<file path="src/rtl/connect_pkg.sv">
// Shared constants and helpers for the round-robin say->heard connector.
package connect_pkg;

  // Scheduler rule index of the respond rule inside rule_enable / rule_ready.
  localparam int RESPOND_RULE = 0;

  // Channel id width: clog2 of the channel count, never narrower than one bit.
  function automatic int chan_w(input int num_chan);
    return (num_chan <= 2) ? 1 : $clog2(num_chan);
  endfunction

endpackage

</file>
<file path="src/rtl/connect_rr_fifo_if.sv">
// Request/indication bundle between the request demux, the connector and the
// indication pipe. master = environment side, slave = connector side.
interface connect_rr_fifo_if #(
  parameter int NUM_CHAN = 4,
  parameter int DATA_W   = 32,
  parameter int CHAN_W   = 2,
  parameter int CNT_W    = 3
);
  logic [NUM_CHAN-1:0]        say__ENA;
  logic [NUM_CHAN*DATA_W-1:0] say_meth;
  logic [NUM_CHAN*DATA_W-1:0] say_v;
  logic [NUM_CHAN-1:0]        say__RDY;

  logic                       ind_heard__ENA;
  logic [DATA_W-1:0]          ind_heard_heard_meth;
  logic [DATA_W-1:0]          ind_heard_heard_v;
  logic [CHAN_W-1:0]          ind_heard_heard_chan;
  logic                       ind_heard__RDY;

  logic [0:0]                 rule_enable;
  logic [0:0]                 rule_ready;
  logic [CNT_W-1:0]           fifo_count;
  logic [31:0]                heard_total;

  modport master (
    output say__ENA, say_meth, say_v, ind_heard__RDY, rule_enable,
    input  say__RDY, ind_heard__ENA, ind_heard_heard_meth, ind_heard_heard_v,
           ind_heard_heard_chan, rule_ready, fifo_count, heard_total
  );

  modport slave (
    input  say__ENA, say_meth, say_v, ind_heard__RDY, rule_enable,
    output say__RDY, ind_heard__ENA, ind_heard_heard_meth, ind_heard_heard_v,
           ind_heard_heard_chan, rule_ready, fifo_count, heard_total
  );
endinterface

</file>
<file path="src/rtl/sync_fifo_n.sv">
// Synchronous FIFO with combinational head read, occupancy count and
// full/empty flags. DEPTH must be a power of two so pointers wrap naturally.
module sync_fifo_n #(
  parameter int DEPTH = 4,
  parameter int WIDTH = 8,
  localparam int AW    = $clog2(DEPTH),
  localparam int CNT_W = AW + 1
) (
  input  logic             clk,
  input  logic             rst_n,
  input  logic             i_enq,
  input  logic [WIDTH-1:0] i_din,
  input  logic             i_deq,
  output logic [WIDTH-1:0] o_first,
  output logic [CNT_W-1:0] o_count,
  output logic             o_full,
  output logic             o_empty
);

  logic [WIDTH-1:0] r_mem [DEPTH];
  logic [AW-1:0]    r_wr_ptr;
  logic [AW-1:0]    r_rd_ptr;
  logic [CNT_W-1:0] r_count;
  logic             w_do_enq;
  logic             w_do_deq;

  assign o_full   = (r_count == CNT_W'(DEPTH));
  assign o_empty  = (r_count == '0);
  assign w_do_enq = i_enq && !o_full;
  assign w_do_deq = i_deq && !o_empty;
  assign o_first  = r_mem[r_rd_ptr];
  assign o_count  = r_count;

  // Storage write at the write pointer.
  // NOTE: the data array has no reset; its contents are only observed when
  // count>0, so clearing it would cost logic for no behavioural gain.
  always_ff @(posedge clk) begin
    if (w_do_enq) r_mem[r_wr_ptr] <= i_din;
  end

  // Pointer and occupancy bookkeeping with synchronous active-low reset.
  // NOTE: sequential state always uses non-blocking assignment so every
  // register samples pre-edge values regardless of block ordering.
  always_ff @(posedge clk) begin
    if (!rst_n) begin
      r_wr_ptr <= '0;
      r_rd_ptr <= '0;
      r_count  <= '0;
    end else begin
      if (w_do_enq) r_wr_ptr <= r_wr_ptr + AW'(1);
      if (w_do_deq) r_rd_ptr <= r_rd_ptr + AW'(1);
      r_count <= r_count + CNT_W'(w_do_enq) - CNT_W'(w_do_deq);
    end
  end

endmodule

</file>
<file path="src/rtl/connect_rr_fifo.sv">
// Multi-channel say->heard connector: time-slot round-robin acceptance of
// say requests into a channel-tagged FIFO, drained by the respond rule.
module connect_rr_fifo
  import connect_pkg::*;
#(
  parameter int NUM_CHAN = 4,
  parameter int DEPTH    = 4,
  parameter int DATA_W   = 32,
  parameter int CHAN_W   = chan_w(NUM_CHAN)
) (
  input  logic             CLK,
  input  logic             nRST,
  connect_rr_fifo_if.slave bus
);

  localparam int CNT_W = $clog2(DEPTH) + 1;

  typedef struct packed {
    logic [CHAN_W-1:0] chan;
    logic [DATA_W-1:0] meth;
    logic [DATA_W-1:0] v;
  } entry_t;

  localparam int ENTRY_W = $bits(entry_t);

  logic [CHAN_W-1:0]   r_slot;
  logic [31:0]         r_heard_total;

  logic [NUM_CHAN-1:0] w_say_rdy;
  logic [DATA_W-1:0]   w_sel_meth;
  logic [DATA_W-1:0]   w_sel_v;
  logic                w_enq;
  logic                w_deq;
  logic                w_respond_rdy;
  logic                w_full;
  logic                w_empty;
  logic [CNT_W-1:0]    w_count;
  logic [CNT_W-1:0]    w_count_next;
  entry_t              w_din;
  entry_t              w_head;
  logic [ENTRY_W-1:0]  w_first;

  // Ready guard and payload mux for the channel owning the current slot.
  // NOTE: every always_comb output gets a default before any branch so no
  // path leaves it unassigned and no latch is inferred.
  always_comb begin
    w_say_rdy  = '0;
    w_sel_meth = '0;
    w_sel_v    = '0;
    for (int i = 0; i < NUM_CHAN; i++) begin
      if (r_slot == CHAN_W'(i)) begin
        w_say_rdy[i] = !w_full;
        w_sel_meth   = bus.say_meth[i*DATA_W +: DATA_W];
        w_sel_v      = bus.say_v[i*DATA_W +: DATA_W];
      end
    end
  end

  assign w_enq         = |(bus.say__ENA & w_say_rdy);
  assign w_respond_rdy = !w_empty && bus.ind_heard__RDY;
  assign w_deq         = bus.rule_enable[RESPOND_RULE] && w_respond_rdy;
  assign w_count_next  = w_count + CNT_W'(w_enq) - CNT_W'(w_deq);

  assign w_din  = '{chan: r_slot, meth: w_sel_meth, v: w_sel_v};
  assign w_head = entry_t'(w_first);

  sync_fifo_n #(
    .DEPTH (DEPTH),
    .WIDTH (ENTRY_W)
  ) u_fifo (
    .clk     (CLK),
    .rst_n   (nRST),
    .i_enq   (w_enq),
    .i_din   (w_din),
    .i_deq   (w_deq),
    .o_first (w_first),
    .o_count (w_count),
    .o_full  (w_full),
    .o_empty (w_empty)
  );

  // Slot steps every cycle unless the FIFO will be full after this edge.
  always_ff @(posedge CLK) begin
    if (!nRST) begin
      r_slot <= '0;
    end else if (w_count_next < CNT_W'(DEPTH)) begin
      if (r_slot == CHAN_W'(NUM_CHAN - 1)) r_slot <= '0;
      else                                 r_slot <= r_slot + CHAN_W'(1);
    end
  end

  // Count of fired indications, free-running modulo 2^32.
  always_ff @(posedge CLK) begin
    if (!nRST)      r_heard_total <= '0;
    else if (w_deq) r_heard_total <= r_heard_total + 32'd1;
  end

  assign bus.say__RDY             = w_say_rdy;
  assign bus.ind_heard__ENA       = w_deq;
  assign bus.ind_heard_heard_meth = w_head.meth;
  assign bus.ind_heard_heard_v    = w_head.v;
  assign bus.ind_heard_heard_chan = w_head.chan;
  assign bus.rule_ready[RESPOND_RULE] = w_respond_rdy;
  assign bus.fifo_count           = w_count;
  assign bus.heard_total          = r_heard_total;

endmodule

</file>
<file path="src/flat_wrapper.sv">
// flat-port wrapper written by rule: the top's interface ports become plain ports
module connect_rr_fifo_flat import connect_pkg::*;
#(
  parameter int NUM_CHAN = 4,
  parameter int DEPTH    = 4,
  parameter int DATA_W   = 32,
  parameter int CHAN_W   = chan_w(NUM_CHAN)
)
  (CLK, nRST, bus_say__ENA, bus_say_meth, bus_say_v, bus_ind_heard__RDY, bus_rule_enable, bus_say__RDY, bus_ind_heard__ENA, bus_ind_heard_heard_meth, bus_ind_heard_heard_v, bus_ind_heard_heard_chan, bus_rule_ready, bus_fifo_count, bus_heard_total);
  connect_rr_fifo_if #(.NUM_CHAN(NUM_CHAN), .DATA_W(DATA_W), .CHAN_W(CHAN_W), .CNT_W((3))) bus_i ();
  input  logic CLK;
  input  logic nRST;
  input wire logic [$bits(bus_i.say__ENA)-1:0] bus_say__ENA;
  input wire logic [$bits(bus_i.say_meth)-1:0] bus_say_meth;
  input wire logic [$bits(bus_i.say_v)-1:0] bus_say_v;
  input wire logic [$bits(bus_i.ind_heard__RDY)-1:0] bus_ind_heard__RDY;
  input wire logic [$bits(bus_i.rule_enable)-1:0] bus_rule_enable;
  output wire logic [$bits(bus_i.say__RDY)-1:0] bus_say__RDY;
  output wire logic [$bits(bus_i.ind_heard__ENA)-1:0] bus_ind_heard__ENA;
  output wire logic [$bits(bus_i.ind_heard_heard_meth)-1:0] bus_ind_heard_heard_meth;
  output wire logic [$bits(bus_i.ind_heard_heard_v)-1:0] bus_ind_heard_heard_v;
  output wire logic [$bits(bus_i.ind_heard_heard_chan)-1:0] bus_ind_heard_heard_chan;
  output wire logic [$bits(bus_i.rule_ready)-1:0] bus_rule_ready;
  output wire logic [$bits(bus_i.fifo_count)-1:0] bus_fifo_count;
  output wire logic [$bits(bus_i.heard_total)-1:0] bus_heard_total;
  assign bus_i.say__ENA = bus_say__ENA;
  assign bus_i.say_meth = bus_say_meth;
  assign bus_i.say_v = bus_say_v;
  assign bus_i.ind_heard__RDY = bus_ind_heard__RDY;
  assign bus_i.rule_enable = bus_rule_enable;
  assign bus_say__RDY = bus_i.say__RDY;
  assign bus_ind_heard__ENA = bus_i.ind_heard__ENA;
  assign bus_ind_heard_heard_meth = bus_i.ind_heard_heard_meth;
  assign bus_ind_heard_heard_v = bus_i.ind_heard_heard_v;
  assign bus_ind_heard_heard_chan = bus_i.ind_heard_heard_chan;
  assign bus_rule_ready = bus_i.rule_ready;
  assign bus_fifo_count = bus_i.fifo_count;
  assign bus_heard_total = bus_i.heard_total;
  connect_rr_fifo #(.NUM_CHAN(NUM_CHAN), .DEPTH(DEPTH), .DATA_W(DATA_W), .CHAN_W(CHAN_W)) u_core (.CLK(CLK), .nRST(nRST), .bus(bus_i));
endmodule
</file>
<file path="config.mk">
export PLATFORM = sky130hd
export DESIGN_NAME = connect_rr_fifo_flat
export DESIGN_NICKNAME = d
export VERILOG_FILES = /design/src/rtl/connect_pkg.sv /design/src/rtl/connect_rr_fifo_if.sv /design/src/rtl/sync_fifo_n.sv /design/src/rtl/connect_rr_fifo.sv /design/src/flat_wrapper.sv
export SDC_FILE = /design/constraint.sdc
export NUM_CORES = 1
export LEC_CHECK = 0
export CAP_MARGIN = 20
export CORE_ASPECT_RATIO = 0.9
export CORE_MARGIN = 2
export CORE_UTILIZATION = 44
export CTS_CLUSTER_DIAMETER = 150
export DETAILED_ROUTE_END_ITERATION = 16
export GPL_ROUTABILITY_DRIVEN = 0
export PLACE_DENSITY = 0.84
export SETUP_SLACK_MARGIN = 0.15
export SLEW_MARGIN = 20
export SYNTH_ARGS = -nofsm -noshare
export SYNTH_HDL_FRONTEND = slang
export SYNTH_SLANG_ARGS = --single-unit
</file>
<file path="constraint.sdc">
create_clock -name CLK -period 3.65 [get_ports CLK]
set_clock_uncertainty 0.2 [all_clocks]
set_input_delay 0.5475 -clock CLK [delete_from_list [all_inputs] [get_ports CLK]]
set_output_delay 0.5475 -clock CLK [all_outputs]
set_load 0.02 [all_outputs]
</file>
==> qor.txt <==
Outcome - finished clean
Clock Path Buffers - 3
Die H - 173 microns
Post-route clock period utilization - 0.918
Worst Path Arrival - 2.60 ns
Most used DFF post-synth - edfxtp_1
Yosys reg bits - 307
Final WL - 36200 microns
CTS tree - done
Yosys Warn Count - 0
Hold Path Class - flop to flop
Die area - 33100 sq um
Total negative setup slack - 0 ns
Port-buffer cells - 370
R2R Path End - u_core.u_fifo.r_mem[2][61]
Worst hold slack - 0.286 ns
DP HPWL - 23900 microns
Synthesis-to-finish area growth - 37.4%
Layout cells sized above 1 - 0.139
RSZ-0062 raised after global routing - no
Vias/cell - 5.58
Design Area, Final - 19100 sq um
GR Overflow Total - 0
Worst skew pair latency - 0.55 ns
Initial core utilization - 0.448
H-tree depth - 1
Final core utilization - 0.616
Tmin final - 3.35 ns
Final setup vio count - 0
Power per standard cell area - 741 nW/um^2
Post-Syn Area - 13900 sq um
Worst slack, placed - 0.570 ns
Worst-path clk slew - 0.06 ns
Max-slew headroom - 0.298
Final WS setup - 0.298 ns
CTS Hold Buffers Added - 0
DRT iter0 DRCs - 668
Global-route wire length before repair - 54100 microns
Worst reg-to-reg path cell count - 6
Core area - 31100 sq um
EDFF count, synth - 264
GRT Util Overall - 0.212
Largest net degree at the start of global routing - 130
Via count - 9462
DRC viols - 0
TritonCTS Buffers - 30
Max stage delay on crit path - 0.62 ns
Req. time, crit path - 2.90 ns
Crit. End Element - primary output
Max frequency - 0.298 GHz
VDD IR max - 511 uV
DP Area - 18100 sq um
Slowest CP cell - clkdlybuf4s50_1
Seq/Total Area, Yosys - 0.631
Post-synth cell types - 47
Startpoint Class - flop
IO Count - 371
Worst-Margin Slew - 1.05 ns
Nets - 1540
DP Cell Count - 1638
Vias in the first global route - 9786
FP Rows - 61
Critical path class - flop to primary output
Tot Pwr - 14.2 mW
Antenna Nets Post-Route - 0
Share of flip-flops with an asynchronous set or reset - 0
Hold path startpoint - u_core.bus.heard_total[29]
Worst r2r src - u_core.r_slot[0]
TritonRoute pass-1 iters - 4
Initial antenna violation count - 3
P_leak - 6.24 nW
Clock Sink Count - 307
Max cap viols - 0
Worst Hold Path EP - u_core.bus.heard_total[29]
Wirelength per Cell - 21.3 microns
Root Driver - clkbuf_16
Post-Syn Nets - 1187
Finished Layout Cells - 1696
Final Hold Fails - 0
Mapped Cells - 909
Reg2Reg Setup Slack - 0.66 ns
Syn Area/Cell - 15.3 sq um
Hold depth - 2
Worst Path Max Fanout - 35
Die width - 192 microns
Slew Limit Fails - 0
Crit-path cells - ha_2 -> buf_4 -> nor2b_1 -> clkdlybuf4s50_1
## layout by cell type (no fill, tap or decap), types with 3 or more instances in the layout
cell             instances
mux4_2                  66
edfxtp_1               264
and2_4                   4
clkbuf_16               30
nand3_1                 11
or3_1                    4
buf_4                   19
o41ai_2                 11
dfxtp_1                 41
nand2_1                 91
nor3_1                   4
clkbuf_1                 3
o21ai_0                  4
and2_1                  15
xor2_1                   5
nand4_1                  3
nand2b_1                18
clkinv_2                 7
clkinv_1                 6
mux2i_1                 10
nor4_1                   4
xnor2_1                  9
bufinv_16                6
ha_1                    10
o31ai_1                 64
a221oi_1                64
nor2b_1                 69
clkdlybuf4s50_1        369
buf_12                   3
o311ai_2                12
inv_1                   18
## registers in the layout, indices dropped and copies added, names as in the netlist, named ones only
signal / flops
u_core.u_fifo.r_rd_ptr: 2
u_core.r_slot: 2
u_core.bus.heard_total: 32
u_core.u_fifo.r_wr_ptr: 2
u_core.u_fifo.r_mem: 264
u_core.u_fifo.o_count: 3
## synth_stat cells (all sizes together) (3+ instances only)
library cell,n,share of area
a21boi,4,0.0022
a221oi,64,0.040
and2,19,0.0085
and4,3,0.0020
buf,16,0.0083
clkbuf,56,0.015
dfxtp,43,0.062
edfxtp,264,0.57
ha,13,0.012
inv,18,0.0049
mux2i,10,0.0072
mux4,66,0.11
nand2,91,0.025
nand2b,18,0.0081
nand3,11,0.0040
nand4,4,0.0022
nor2b,70,0.031
nor3,4,0.0014
nor4,7,0.0058
o21ai,4,0.0014
o311ai,13,0.015
o31ai,64,0.035
o41ai,12,0.013
or3,5,0.0023
xnor2,9,0.0057
xor2,5,0.0031
## worst max-delay path by stage
stage	end	start	slack (ns)
CTS	bus_ind_heard_heard_v[5]	flop	0.28
global placement	u_core.u_fifo.o_count[2]	bus_say__ENA[2]	0.61
global route	bus_say__RDY[2]	u_core.r_slot[0]	0.19
detailed placement	u_core.u_fifo.r_mem[2][61]	u_core.r_slot[0]	0.57
finish	bus_say__RDY[1]	u_core.r_slot[0]	0.30
floorplan	u_core.u_fifo.r_mem[2][0]	u_core.r_slot[0]	0.21
## power by group
group | leakage (nW) | total, mW | internal (mW) | switching (mW)
clock network | 0.511 | 3.22 | 1.93 | 1.29
registers | 2.79 | 5.55 | 5.30 | 0.250
logic | 2.94 | 5.41 | 2.37 | 3.03
total | 6.24 | 14.2 | 9.61 | 4.58
## worst max-delay path: cells and delay by family, from the launching register on
family,cells,cell delay (ns)
buffers and inverters,2,0.98
flip-flops,1,0.56
AND/OR/NAND/NOR,1,0.19
adder cells (fa/ha/maj),1,0.28
## layout make-up
class | count | area (sq um)
Inverter | 18 | 67.6
Antenna cell | 2 | 5.00
Fill cell | 2286 | 11900
Sequential cell | 307 | 8800
Multi-Input combinational cell | 512 | 4790
Tap cell | 409 | 512
Timing Repair Buffer | 393 | 3940
Clock inverter | 22 | 272
Clock buffer | 33 | 762
## per-layer routing
| metal | up-vias | global-route usage | share of wire |
|---|---|---|---|
| li1 | 4348 | - | - |
| met1 | 4665 | 0.262 | 0.40 |
| met2 | 377 | 0.365 | 0.49 |
| met3 | 70 | 0.0503 | 0.081 |
| met4 | 2 | 0.0699 | 0.030 |
| met5 | - | 0 | 0.00036 |
## cell families after synthesis
| group | Yosys count | synth area share |
|---|---|---|
| AND/OR/NAND/NOR | 239 | 0.0940 |
| XOR/XNOR | 14 | 0.00881 |
| multiplexers | 77 | 0.115 |
| flip-flops | 307 | 0.631 |
| AO/OA/AOI/OAI | 168 | 0.110 |
| buffers and inverters | 90 | 0.0282 |
| adder cells (fa/ha/maj) | 14 | 0.0131 |
## what timing repair did
action | CTS | global route
resized for setup | 1 | 0
setup buffers | 1 | 0
setup endpoints to repair | 11 | 0
Power figures use the tool's default switching activity.
==> patch: new RTL, same flow settings <==
Reset style: asynchronous (`nRST` and `rst_n`), changed in 3 clocked blocks. Comments in the files are not updated.
--- a/src/rtl/sync_fifo_n.sv
+++ b/src/rtl/sync_fifo_n.sv
@@ -42,5 +42,5 @@
   // NOTE: sequential state always uses non-blocking assignment so every
   // register samples pre-edge values regardless of block ordering.
-  always_ff @(posedge clk) begin
+  always_ff @(posedge clk or negedge rst_n) begin
     if (!rst_n) begin
       r_wr_ptr <= '0;
--- a/src/rtl/connect_rr_fifo.sv
+++ b/src/rtl/connect_rr_fifo.sv
@@ -81,5 +81,5 @@
 
   // Slot steps every cycle unless the FIFO will be full after this edge.
-  always_ff @(posedge CLK) begin
+  always_ff @(posedge CLK or negedge nRST) begin
     if (!nRST) begin
       r_slot <= '0;
@@ -91,5 +91,5 @@
 
   // Count of fired indications, free-running modulo 2^32.
-  always_ff @(posedge CLK) begin
+  always_ff @(posedge CLK or negedge nRST) begin
     if (!nRST)      r_heard_total <= '0;
     else if (w_deq) r_heard_total <= r_heard_total + 32'd1;
Function: differs if nRST is asserted again (counterexample within 4 cycles, from zero or initial values and one cycle with nRST low); with nRST held inactive, the same outputs for 4 cycles.
==> patch against the unedited design <==
- worst setup slack better by 0.065 ns
- sequential cell count down 2
- area after synthesis down 0.93%
- synthesized cell count up 7.6%
- power up 19%
- core utilization up 0.28 points
- non-clock buffer count down 3
- the run now ends with negative hold slack left
- wire length down 2.6%
- final area about the same
- count of clock-buffer cells in the layout up 8
- global-route usage down 0.36 points
==> patch: results (changes against the unedited design) <==
status: "complete, but fails checks"
failed_checks: "negative hold slack"
synthTopCellsByArea: "edfxtp_1 (57%), mux4_2 (11%), dfrtp_1 (7.4%)"
grtUsageMet1: 0.265  # +0.00253
p_leak_nw: 6.56  # +5.2%
clockRootBuffer: "clkbuf_16"
antenna_found_initial: 2  # -1
vdd_ir_drop_max_mv: 0.467  # -8.8%
buffers: 390  # -0.76%
hold_violations: 13  # +13
synth_nets: 1256  # +5.8%
num-fill-cells: 2261  # -1.1%
multi_input_area_um2: 4560  # -4.9%
dr.pass1.iters: 5  # +1
seq-cell-share: 0.468  # +0.00885
hpwl_mm: 24.1  # +1.0%
clk_share: 0.0564  # +0.00238
drt-initial-drc-count: 575  # -14%
max-slew-margin-rel: 0.390  # +0.0921
worstPathArrival_ns: 2.54  # -0.06 ns
viasPerCell: 5.39  # -3.5%
htree_levels: 2  # +1
cts-resized-gates: 0  # -1
grtUsageTotal: 0.209  # -0.00360
top_layer: "met4"
hold_slack_ns: -0.0202  # -0.306 ns
grt_pass1_vias: 9529  # -2.6%
reg2reg_setup_slack_ns: 0.60  # -0.06 ns
met2_length_mm: 17.5  # -1.5%
synthDistinctLibCells: 38  # -19%
nMultiInputCombCells: 588  # +15%
grt_pass1_wl_mm: 52.5  # -3.0%
clk_latency_ns: 0.49  # -0.06 ns
switching_share: 0.357  # +0.0343
drt-met1-wl_mm: 14.2  # -1.3%
ys.flop_type: "edfxtp_1"
gr-usage-met2: 0.360  # -0.00553
wirelength_mm: 35.2  # -2.6%
cts_made_buffers: 34  # +13%
synth_seq_cells: 305  # -0.65%
drive_gt1_frac: 0.124  # -0.0150
post-cts-setup-buffers: 0  # -1
synth_seq_area_share: 0.649  # +0.0179
grt_max_degree: 73  # -44%
grt_use_met3: 0.0479  # -0.00244
route.met3.wl_mm: 2.71  # -7.7%
crit_fanout: 64  # +83%
synth_common_cells: "edfxtp_1 (264), nand2_1 (137), a21oi_1 (126)"
buf_share: 0.206  # +0.000814
r2r_cells: 12  # +6
async_flop_share: 0.134  # +0.134
cts_max_path_buffers: 3  # unchanged
layout.nets: 1615  # +4.9%
io_buffers: 370  # unchanged
core_um2: 30900  # -0.49%
clkbuf_count: 41  # +24%
hp-class: "primary input to async pin"
ys_warn_count: 0  # unchanged
patch: cell count changes after synthesis, sizes merged, moves of 13 or more:
cell	change
dfxtp	-43
o311ai	-13
nand2b	-15
o31ai	-62
nand3b	+62
a221oi	-62
nand2	+46
nor2b	-63
xor2	+18
o21ai	+59
dfrtp	+41
a21oi	+124
patch: final timing paths:
kind / to / start
min reg2reg: u_core.bus.heard_total[24] / u_core.bus.heard_total[24]
max in group asynchronous: u_core.u_fifo.r_rd_ptr[0] / nRST
min: u_core.bus.heard_total[28] / nRST
min in group CLK: u_core.bus.heard_total[24] / u_core.bus.heard_total[24]
max: bus_say__RDY[0] / u_core.r_slot[0]
max reg2reg: u_core.u_fifo.o_count[2] / u_core.r_slot[0]
patch: critical path: stages, from the launching register on:
cell and delay (ns):
dfrtp_1 0.51, inv_1 0.20, ha_2 0.24, buf_12 0.29
nor2b_1 0.18, clkdlybuf4s50_1 0.61
patch: metrics by stage:
stage          setup WS, ns  instance area, µm²  instances  hold slack (ns)
6_report              0.363               19100       1771          -0.0202
5_1_grt               0.219               19100       1770           0.0524
4_1_cts               0.322               19100       1769          0.00371
3_5_place_dp          0.607               18000       1710            0.277
3_3_place_gp          0.682               18000       1710            0.279
2_1_floorplan         0.726               13800        978           0.0519
patch: power by group through the flow:
stage,Combinational (mW),Sequential [mW],Clock (mW)
2_1_floorplan,4.51,5.99,0
3_3_place_gp,7.40,6.07,0
3_5_place_dp,7.58,6.15,0
4_1_cts,7.62,6.10,3.37
5_1_grt,8.11,6.19,3.50
6_report,7.52,6.09,3.29
patch: cell families after synthesis:
family | synth area share
buffers and inverters | 0.0244
xor gates and xnor gates | 0.0235
and+or+nand+nor | 0.105
AOI/OAI and AO/OA | 0.0727
muxes | 0.112
adders and majority gates | 0.0132
DFF | 0.649
